File: src/rtl/rpatrol_input_ctrl_if.sv
// Signal bundle between the hps_io side (keyboard/joysticks) and the conditioned
// control outputs that feed the crazy_climber core.
interface rpatrol_input_ctrl_if;
  logic [10:0] ps2_key;
  logic [15:0] joystick_0;
  logic [15:0] joystick_1;
  logic        right1;
  logic        left1;
  logic        fire1;
  logic        right2;
  logic        left2;
  logic        fire2;
  logic        start1;
  logic        start2;
  logic        coin1;
  logic        coin_busy;
  logic [1:0]  coin_state;

  modport master (
    output ps2_key, joystick_0, joystick_1,
    input  right1, left1, fire1, right2, left2, fire2,
    input  start1, start2, coin1, coin_busy, coin_state
  );

  modport slave (
    input  ps2_key, joystick_0, joystick_1,
    output right1, left1, fire1, right2, left2, fire2,
    output start1, start2, coin1, coin_busy, coin_state
  );
endinterface

File: src/rtl/rpatrol_input_ctrl.sv
// River Patrol input conditioning: PS/2 key decode, joystick merge, timed and
// rate-limited coin pulse, and Start gating until the credit has been registered.
module rpatrol_input_ctrl #(
  parameter int unsigned COIN_PULSE_CYCLES = 4800000,
  parameter int unsigned COIN_GAP_CYCLES   = 4800000,
  parameter bit          AUTO_COIN         = 1'b1
) (
  input logic                 clk_sys,
  input logic                 reset,
  rpatrol_input_ctrl_if.slave io
);

  typedef enum logic [1:0] {
    IDLE  = 2'd0,
    PULSE = 2'd1,
    GAP   = 2'd2
  } coin_state_e;

  typedef struct packed {
    logic right1;
    logic left1;
    logic fire1;
    logic right2;
    logic left2;
    logic fire2;
    logic start1;
    logic start2;
    logic coin_a;
    logic coin_b;
  } keys_t;

  typedef struct packed {
    logic coin_busy;
    logic coin1;
    logic start2;
    logic start1;
    logic fire2;
    logic left2;
    logic right2;
    logic fire1;
    logic left1;
    logic right1;
  } outs_t;

  localparam logic [23:0] PULSE_LOAD = 24'(COIN_PULSE_CYCLES - 1);
  localparam logic [23:0] GAP_LOAD   = 24'(COIN_GAP_CYCLES - 1);

  keys_t       keys_q, keys_d;
  outs_t       outs_q, outs_d;
  coin_state_e state_q, state_d;
  logic [23:0] cnt_q, cnt_d;
  logic        pending_q, pending_d;
  logic        old_tog_q, old_tog_d;
  logic        req_dly_q, req_dly_d;

  logic        key_event;
  logic        pressed;
  logic [8:0]  code;
  logic        st1_raw, st2_raw;
  logic        req, trig, busy_nxt;
  logic        unused_bits;

  assign unused_bits = ^{io.joystick_0[15:7], io.joystick_0[3:2],
                         io.joystick_1[15:7], io.joystick_1[3:2]};

  always_comb begin
    keys_d    = keys_q;
    old_tog_d = io.ps2_key[10];
    key_event = io.ps2_key[10] != old_tog_q;
    pressed   = io.ps2_key[9];
    code      = io.ps2_key[8:0];
    if (key_event) begin
      // Arrow keys match with or without the extended prefix.
      casez (code)
        9'b?0111_0100:  keys_d.right1 = pressed;
        9'b?0110_1011:  keys_d.left1  = pressed;
        9'h029, 9'h014: keys_d.fire1  = pressed;
        9'h023:         keys_d.right2 = pressed;
        9'h01C:         keys_d.left2  = pressed;
        9'h015:         keys_d.fire2  = pressed;
        9'h005, 9'h016: keys_d.start1 = pressed;
        9'h006, 9'h01E: keys_d.start2 = pressed;
        9'h02E:         keys_d.coin_a = pressed;
        9'h036:         keys_d.coin_b = pressed;
        default:        ;
      endcase
    end

    st1_raw   = keys_q.start1 | io.joystick_0[5] | io.joystick_1[5];
    st2_raw   = keys_q.start2 | io.joystick_0[6] | io.joystick_1[6];
    req       = keys_q.coin_a | keys_q.coin_b | (AUTO_COIN & (st1_raw | st2_raw));
    req_dly_d = req;
    trig      = req & ~req_dly_q;

    state_d   = state_q;
    cnt_d     = cnt_q;
    pending_d = pending_q;
    case (state_q)
      IDLE: begin
        if (trig) begin
          state_d = PULSE;
          cnt_d   = PULSE_LOAD;
        end
      end
      PULSE: begin
        if (trig) pending_d = 1'b1;
        if (cnt_q == 24'd0) begin
          state_d = GAP;
          cnt_d   = GAP_LOAD;
        end else begin
          cnt_d = cnt_q - 24'd1;
        end
      end
      GAP: begin
        if (cnt_q == 24'd0) begin
          // A queued coin wins; a fresh trigger on the last gap cycle starts directly.
          if (pending_q || trig) begin
            pending_d = 1'b0;
            state_d   = PULSE;
            cnt_d     = PULSE_LOAD;
          end else begin
            state_d = IDLE;
          end
        end else begin
          if (trig) pending_d = 1'b1;
          cnt_d = cnt_q - 24'd1;
        end
      end
      default: begin
        state_d = IDLE;
        cnt_d   = 24'd0;
      end
    endcase

    busy_nxt         = state_d != IDLE;
    outs_d.right1    = keys_q.right1 | io.joystick_0[0];
    outs_d.left1     = keys_q.left1  | io.joystick_0[1];
    outs_d.fire1     = keys_q.fire1  | io.joystick_0[4];
    outs_d.right2    = keys_q.right2 | io.joystick_1[0];
    outs_d.left2     = keys_q.left2  | io.joystick_1[1];
    outs_d.fire2     = keys_q.fire2  | io.joystick_1[4];
    outs_d.start1    = st1_raw & ~(AUTO_COIN & busy_nxt);
    outs_d.start2    = st2_raw & ~(AUTO_COIN & busy_nxt);
    outs_d.coin1     = state_d == PULSE;
    outs_d.coin_busy = busy_nxt;
  end

  always_ff @(posedge clk_sys) begin
    if (reset) begin
      keys_q    <= '0;
      outs_q    <= '0;
      state_q   <= IDLE;
      cnt_q     <= 24'd0;
      pending_q <= 1'b0;
      req_dly_q <= 1'b0;
      old_tog_q <= io.ps2_key[10];
    end else begin
      keys_q    <= keys_d;
      outs_q    <= outs_d;
      state_q   <= state_d;
      cnt_q     <= cnt_d;
      pending_q <= pending_d;
      req_dly_q <= req_dly_d;
      old_tog_q <= old_tog_d;
    end
  end

  assign io.right1     = outs_q.right1;
  assign io.left1      = outs_q.left1;
  assign io.fire1      = outs_q.fire1;
  assign io.right2     = outs_q.right2;
  assign io.left2      = outs_q.left2;
  assign io.fire2      = outs_q.fire2;
  assign io.start1     = outs_q.start1;
  assign io.start2     = outs_q.start2;
  assign io.coin1      = outs_q.coin1;
  assign io.coin_busy  = outs_q.coin_busy;
  assign io.coin_state = state_q;

endmodule

File: src/flat_wrapper.sv
// flat-port wrapper written by rule: the top's interface ports become plain ports
module rpatrol_input_ctrl_flat 
#(
  parameter int unsigned COIN_PULSE_CYCLES = 4800000,
  parameter int unsigned COIN_GAP_CYCLES   = 4800000,
  parameter bit          AUTO_COIN         = 1'b1
)
  (clk_sys, reset, io_ps2_key, io_joystick_0, io_joystick_1, io_right1, io_left1, io_fire1, io_right2, io_left2, io_fire2, io_start1, io_start2, io_coin1, io_coin_busy, io_coin_state);
  rpatrol_input_ctrl_if io_i ();
  input logic clk_sys;
  input logic reset;
  input wire logic [$bits(io_i.ps2_key)-1:0] io_ps2_key;
  input wire logic [$bits(io_i.joystick_0)-1:0] io_joystick_0;
  input wire logic [$bits(io_i.joystick_1)-1:0] io_joystick_1;
  output wire logic [$bits(io_i.right1)-1:0] io_right1;
  output wire logic [$bits(io_i.left1)-1:0] io_left1;
  output wire logic [$bits(io_i.fire1)-1:0] io_fire1;
  output wire logic [$bits(io_i.right2)-1:0] io_right2;
  output wire logic [$bits(io_i.left2)-1:0] io_left2;
  output wire logic [$bits(io_i.fire2)-1:0] io_fire2;
  output wire logic [$bits(io_i.start1)-1:0] io_start1;
  output wire logic [$bits(io_i.start2)-1:0] io_start2;
  output wire logic [$bits(io_i.coin1)-1:0] io_coin1;
  output wire logic [$bits(io_i.coin_busy)-1:0] io_coin_busy;
  output wire logic [$bits(io_i.coin_state)-1:0] io_coin_state;
  assign io_i.ps2_key = io_ps2_key;
  assign io_i.joystick_0 = io_joystick_0;
  assign io_i.joystick_1 = io_joystick_1;
  assign io_right1 = io_i.right1;
  assign io_left1 = io_i.left1;
  assign io_fire1 = io_i.fire1;
  assign io_right2 = io_i.right2;
  assign io_left2 = io_i.left2;
  assign io_fire2 = io_i.fire2;
  assign io_start1 = io_i.start1;
  assign io_start2 = io_i.start2;
  assign io_coin1 = io_i.coin1;
  assign io_coin_busy = io_i.coin_busy;
  assign io_coin_state = io_i.coin_state;
  rpatrol_input_ctrl #(.COIN_PULSE_CYCLES(COIN_PULSE_CYCLES), .COIN_GAP_CYCLES(COIN_GAP_CYCLES), .AUTO_COIN(AUTO_COIN)) u_core (.clk_sys(clk_sys), .reset(reset), .io(io_i));
endmodule
File: config.mk
export PLATFORM = sky130hd
export DESIGN_NAME = rpatrol_input_ctrl_flat
export DESIGN_NICKNAME = d
export VERILOG_FILES = /design/src/rtl/rpatrol_input_ctrl_if.sv /design/src/rtl/rpatrol_input_ctrl.sv /design/src/flat_wrapper.sv
export SDC_FILE = /design/constraint.sdc
export NUM_CORES = 1
export LEC_CHECK = 0
export BUFFER_PORTS_ARGS = -buffer_cell sky130_fd_sc_hd__buf_2
export CORE_MARGIN = 1.5
export CORE_UTILIZATION = 54
export CTS_CLUSTER_DIAMETER = 200
export DETAILED_ROUTE_END_ITERATION = 10
export MAX_ROUTING_LAYER = met4
export PLACE_DENSITY_LB_ADDON = 0.12
export RECOVER_POWER = 50
export REMOVE_ABC_BUFFERS = 1
export SKIP_CTS_REPAIR_TIMING = 1
export SLEW_MARGIN = 30
export SYNTH_ARGS = -nofsm -noshare
export SYNTH_HDL_FRONTEND = slang
export SYNTH_SLANG_ARGS = --single-unit
File: constraint.sdc
create_clock -name clk_sys -period 2.6 [get_ports clk_sys]
set_input_delay 0.39 -clock clk_sys [delete_from_list [all_inputs] [get_ports clk_sys]]
set_output_delay 0.39 -clock clk_sys [all_outputs]
set_load 0.01 [all_outputs]
==> run metrics, run 1 <==
Max-Slew Margin vs Limit=5.10%; unique cell type count in the Yosys netlist=47; largest net degree at the start of global routing=33; Tcrit/Tclk final=~95%; Cell Area, Placed=0.00286 mm2; met1 usage=33.9%; layout cells sized above 1=a little over an eighth; Antenna Cells=0; core area=~0.0047 mm2; post-route cell area=between 0.002 and 0.003 mm2; RSZ-0062 raised after global routing=no; CP max FO=5; clock power share=between 20% and 30%; max frequency=~400 MHz; GRT overflow=0; Synth area leaders=dfxtp_1 38%, nor2_1 8.3%, nor3_1 4.4%; post-layout util=63.1%; most numerous cell in the Yosys netlist=nor2_1; startpoint types=flop; clk root buf=clkbuf_8; Skew-Pair Late Insertion Delay=a little under 300 ps; initial antenna violation count=0; filler instances=439; Die Wd=72.3 um; final slew viol count=0; Core Rows=25; synthesized instance count=324; clk slew on worst S/H paths=about 80 ps; initial core utilization=about 56%; IO Pins=57; vias per cell=5.85; 1st-iter DRT viols=127; register bit count reported by yosys=between 40 and 50; net count reported at finish=415; CTS Buf Count=5; drt total wl=6130 um; Required @ worst endpoint=around 2800 ps; gpl congestion=slightly below 1; Worst Path Arrival=2660 ps; Main synth FF type=dfxtp_1; Die Span Y=72.3 um; routing usage on met2=41.2%; sequential area share after synthesis=37.8%; cell taking the most area after synthesis=dfxtp_1; final hold violation count=0; most common library cells after synthesis=57 x nor2_1, 49 x dfxtp_1, 23 x nor3_1; Clock Tree Buf Depth=2; Post-Syn Area=0.00259 mm2; switch share=a little under a third; worst-case vdd ir drop=around 350 uV; htree depth=2; post-layout min period=2480 ps; Reg power frac=49.7%; EDFF count, synth=0; Async S/R FF share, synth=0%; M3 GR Usage=4.31%; clock sinks=a little under 50; power share of the combinational group=between 20% and 30%; Vias=2446; Pwr per Cell Area=592 mW/mm2; Net Sw Power=0.000539 W; placed wire-length estimate=approximately 4500 um; Ys Warns=0; max reg flops=24; Mean Syn Cell Area=8.00 um2; storage element area=981 um2; port bufs=34; CP Capture Type=flop; Hold Crit Class=input pin to flop; Least-Margin Pin Slew=around 1400 ps; Largest Register=u_core.cnt_q; routed len/inst=~15 um; max_cap viols=0; Global Route Usage Sum=25.8%; internal power=around 0.0012 W; hold_ws=240 ps; outcome=finished, final reports clean; Syn-to-layout area delta=13.4%; Final Setup Violations=0; Synth top area share=a little under two fifths; area occupied by multi-input gates=around 0.0015 mm2; vias in the first global route=2366; Clock Skew=2.29 ps; first-pass GRT wire length=about 10000 um; critical path type=flop to flop; CTS tree=done; DRC viols=0; DRT antenna net count=0; P_leak=1.16 nW; GRT Max-Usage Layer=met2; die area=~0.0052 mm2; Pre-Repair DR Iteration Count=4; setup TNS=0 ps
-- routing by layer --
metal	vias to the layer above	wire length, um
met5	-	0
met4	0	60
met3	6	237
met2	58	2850
met1	1146	2980
li1	1236	-
-- stage by stage --
stage | instances | setup WS [ps] | total power [W]
2_1_floorplan | 309 | 217 | 0.00115
3_3_place_gp | 411 | 175 | 0.00130
3_5_place_dp | 411 | 147 | 0.00131
4_1_cts | 418 | 130 | 0.00176
5_1_grt | 418 | 16.6 | 0.00185
6_report | 418 | 122 | 0.00174
-- cell type report --
class | instances | share of cell area [%]
clock buffer | 6 | 2.81
clock inverter | 1 | 0.255
inverter | 7 | 0.894
multi-input combinational | 253 | 51.7
sequential | 49 | 33.4
tap | 54 | 2.30
timing repair buffer | 48 | 8.64
-- cell usage in the layout, fill, tap and decap left out, types with 2 or more instances in the layout --
| cell | count |
|---|---|
| o211ai_1 | 3 |
| or3_1 | 4 |
| ha_1 | 6 |
| o21ai_0 | 11 |
| nor4_4 | 2 |
| buf_2 | 20 |
| nor3_1 | 23 |
| o2bb2ai_1 | 2 |
| nand2_1 | 21 |
| or4_1 | 3 |
| xor2_1 | 9 |
| nor4_1 | 7 |
| nor2_1 | 57 |
| and3_1 | 2 |
| a31oi_1 | 10 |
| nand3_1 | 10 |
| xnor2_1 | 2 |
| a221o_1 | 3 |
| nand4b_1 | 3 |
| dfxtp_1 | 49 |
| buf_4 | 13 |
| clkbuf_8 | 6 |
| clkbuf_1 | 15 |
| a21oi_1 | 21 |
| inv_1 | 7 |
| mux2i_1 | 10 |
| nand4_1 | 7 |
| nand2b_1 | 14 |
| nor3b_1 | 3 |
-- worst max-delay path, cell delays in order, from the launching register on --
cell and delay [ps]:
dfxtp_1 370, or4_4 560, or3_1 370, or4_1 530
xor2_1 150, o21ai_0 90, a221o_1 310
-- power by group through the flow --
stage               Sequential (W)  Combinational [W]  Clock (W)
floorplan                 0.000877           0.000271          0
global placement          0.000878           0.000418          0
detailed placement        0.000880           0.000429          0
CTS                       0.000863           0.000432   0.000462
global route              0.000874           0.000492   0.000486
finish                    0.000865           0.000433   0.000442
-- path summary, 6_finish.rpt --
check	from	slack (ps)	to	cells after the start
worst max-delay path	u_core.cnt_q[15]	120	u_core.cnt_q[22]	6
worst min-delay path	io_ps2_key[10]	240	u_core.old_tog_q	1
worst max register to register	u_core.cnt_q[15]	120	u_core.cnt_q[22]	6
worst min register to register	u_core.keys_q[8]	470	u_core.io.left1	2
-- logic make-up after synthesis --
family,Yosys count,synth area share (%)
AO/OA/AOI/OAI,57,13.7
multiplexers,10,3.86
adder cells (fa/ha/maj),6,2.90
buffers and inverters,22,3.91
AND/OR/NAND/NOR,169,34.1
XOR/XNOR,11,3.72
flip-flops,49,37.8
(Power assumes the default switching activity.)
==> run 2: changes to the inputs <==
--- a/config.mk
+++ b/config.mk
@@ -6,7 +6,6 @@
 export NUM_CORES = 1
 export LEC_CHECK = 0
 export BUFFER_PORTS_ARGS = -buffer_cell sky130_fd_sc_hd__buf_2
-export CORE_MARGIN = 1.5
 export CORE_UTILIZATION = 54
 export CTS_CLUSTER_DIAMETER = 200
 export DETAILED_ROUTE_END_ITERATION = 10
==> run 2 against run 1 <==
Effect of this change: the flow now finishes with violations (design-rule violations); fmax decreased by 0.12%; register-to-register slack about the same; wire length up 1.3%; critical endpoint unchanged.
==> run metrics, run 2 (synthesis gave the netlist of run 1 again) <==
Worst Path Arrival=2680 ps (+20 ps); Net Sw Power=0.000569 W (+5.5%); DRT antenna net count=0 (unchanged); worst-case vdd ir drop=430 uV (+23%); initial antenna violation count=0 (unchanged); flop2flop setup slack=120 ps (about the same); Antenna Cells=0 (unchanged); Least-Margin Pin Slew=1350 ps (-77.3 ps); Pwr per Cell Area=594 mW/mm2 (+0.37%); net count reported at finish=415 (unchanged); CP Capture Type=flop; Critical-path top delay cell=or4_1; post-layout min period=2480 ps (+2.94 ps); RSZ-0062 raised after global routing=no; Hold Path Sink=u_core.old_tog_q; DRC viols=1 (+1); area occupied by multi-input gates=0.00152 mm2 (+0.16%); IO Pins=57 (unchanged); max frequency=403 MHz (-0.12%); hold_ws=222 ps (-17.9 ps); Pre-Repair DR Iteration Count=8 (+4); Core Rows=24 (-4.0%); max_cap viols=0 (unchanged); storage element area=981 um2 (unchanged); placed wire-length estimate=4450 um (-0.55%); CTS tree=done; drt total wl=6210 um (+1.3%); first-pass GRT wire length=10500 um (-0.26%); Final Setup Violations=0 (unchanged); Syn-to-layout area delta=13.6%; port bufs=34 (unchanged); core area=0.00447 mm2 (-4.0%); Hold Crit Start=io_ps2_key[10]; 1st-iter DRT viols=202 (+59%); worst reg2reg path endpoint=u_core.cnt_q[22]; internal power=0.00118 W (-1.7%); clk slew on worst S/H paths=90 ps (about the same); layout cells sized above 1=13.7% (-0.038 points); Die Wd=71.3 um (-1.4%); die area=0.00508 mm2 (-2.7%); failing checks=design-rule violations; CP max FO=5 (unchanged); filler instances=396 (-9.8%); setup TNS=0 ps (unchanged); htree depth=2 (unchanged); most used cell, CP=or4_1; final slew viol count=0 (unchanged); Tcrit/Tclk final=95.4% (+0.11 points); initial core utilization=57.9% (+2.3 points); critical path type=flop to flop; Reg power frac=49.5% (-0.2 points); largest net degree at the start of global routing=30 (-9.1%); Global Route Usage Sum=26.5% (+0.72 points); Die Span Y=71.3 um (-1.4%); CTS Buf Count=5 (unchanged); Clock Tree Buf Depth=2 (unchanged); vias per cell=5.99 (+2.4%); Hold Crit Class=input pin to flop; Crit path largest cell delay=590 ps (+30 ps); most common cell after layout, fill and taps aside=nor2_1; Critical R2R Launch=u_core.cnt_q[15]; Max-Slew Margin vs Limit=10.2% (+5.2 points); P_leak=1.17 nW (+0.79%); outcome=complete, but fails checks; switch share=32.5% (+1.5 points); max reg flops=24 (unchanged); Vias=2498 (+2.1%); power share of the combinational group=25.2% (+0.3 points); Cell Chain, Critical Path=or4_1, or3_1, or4_1, xor2_1, o21ai_0, a221o_1; startpoint types=flop; gpl congestion=0.900 (-8.4%); Clock Skew=6.20 ps (+3.90 ps); clock power share=25.3% (about the same); commonest non-fill, non-tap cells in the layout=57 x nor2_1, 49 x dfxtp_1, 23 x nor3_1; GRT overflow=0 (unchanged); vias in the first global route=2336 (-1.3%); Worst R2R Path Depth=6 (unchanged); Skew-Pair Late Insertion Delay=300 ps (about the same); final hold violation count=0 (unchanged); routed len/inst=14.9 um (+1.5%); Required @ worst endpoint=2800 ps (about the same); Largest Register=u_core.cnt_q; clock sinks=49 (unchanged); clk root buf=clkbuf_8; worst hold path depth=1 (unchanged)
==> run 2: cell types whose count changed in the layout (fill, tap and decap cells not counted), sizes merged <==
cell / previous run / this run
clkinvlp: 1 / 0
clkinv: 0 / 2
==> run 2: stage by stage <==
step	area (um2)	power, W	utilization (%)	std cells	worst slack [ps]
4_1_cts	2950	0.00175	66.0	417	102
2_1_floorplan	2520	0.00115	-	309	217
6_report	2940	0.00175	65.8	417	120
5_1_grt	2940	0.00184	65.8	417	28.4
3_5_place_dp	2870	0.00131	64.1	409	150
3_3_place_gp	2870	0.00130	64.1	409	186
==> run 2: how the worst max path moves through the flow <==
stage / start / end / slack [ps] / cells after the start
6_report: u_core.cnt_q[15] / u_core.cnt_q[22] / 120 / 6
5_1_grt: u_core.cnt_q[15] / u_core.cnt_q[22] / 30 / 6
4_1_cts: u_core.cnt_q[0] / u_core.cnt_q[16] / 100 / 9
3_5_place_dp: u_core.cnt_q[0] / u_core.cnt_q[22] / 150 / 9
3_3_place_gp: u_core.cnt_q[15] / u_core.cnt_q[22] / 190 / 6
2_1_floorplan: u_core.cnt_q[0] / u_core.cnt_q[22] / 220 / 8
==> run 2: cell type report <==
type                       count  share of cell area (%)
multi-input combinational    253                    51.7
sequential                    49                    33.3
inverter                       7                   0.892
clock inverter                 2                   0.340
timing repair buffer          48                    9.05
clock buffer                   6                    2.46
tap                           52                    2.21
==> run 2: critical path, delay by kind of cell, from the launching register on <==
kind	cells	cell delay, ps
xor gates and xnor gates	1	140
and+or+nand+nor	3	1470
AOI/OAI and AO/OA	2	400
DFF	1	370
==> run 2: power by group through the flow <==
stage,Combinational (W),Clock (W),Sequential (W)
final,0.000440,0.000443,0.000866
after floorplan,0.000271,0,0.000877
after CTS,0.000437,0.000446,0.000862
after global routing,0.000490,0.000481,0.000873
after global placement,0.000425,0,0.000878
after detailed placement,0.000434,0,0.000879
==> run 2: routing by layer <==
| layer | vias to the layer above | global-route usage, % | wire, um |
|---|---|---|---|
| met5 | - | - | 0 |
| li1 | 1239 | - | - |
| met4 | 0 | 6.67 | 80 |
| met2 | 68 | 41.8 | 2860 |
| met1 | 1179 | 34.5 | 2970 |
| met3 | 12 | 6.05 | 288 |
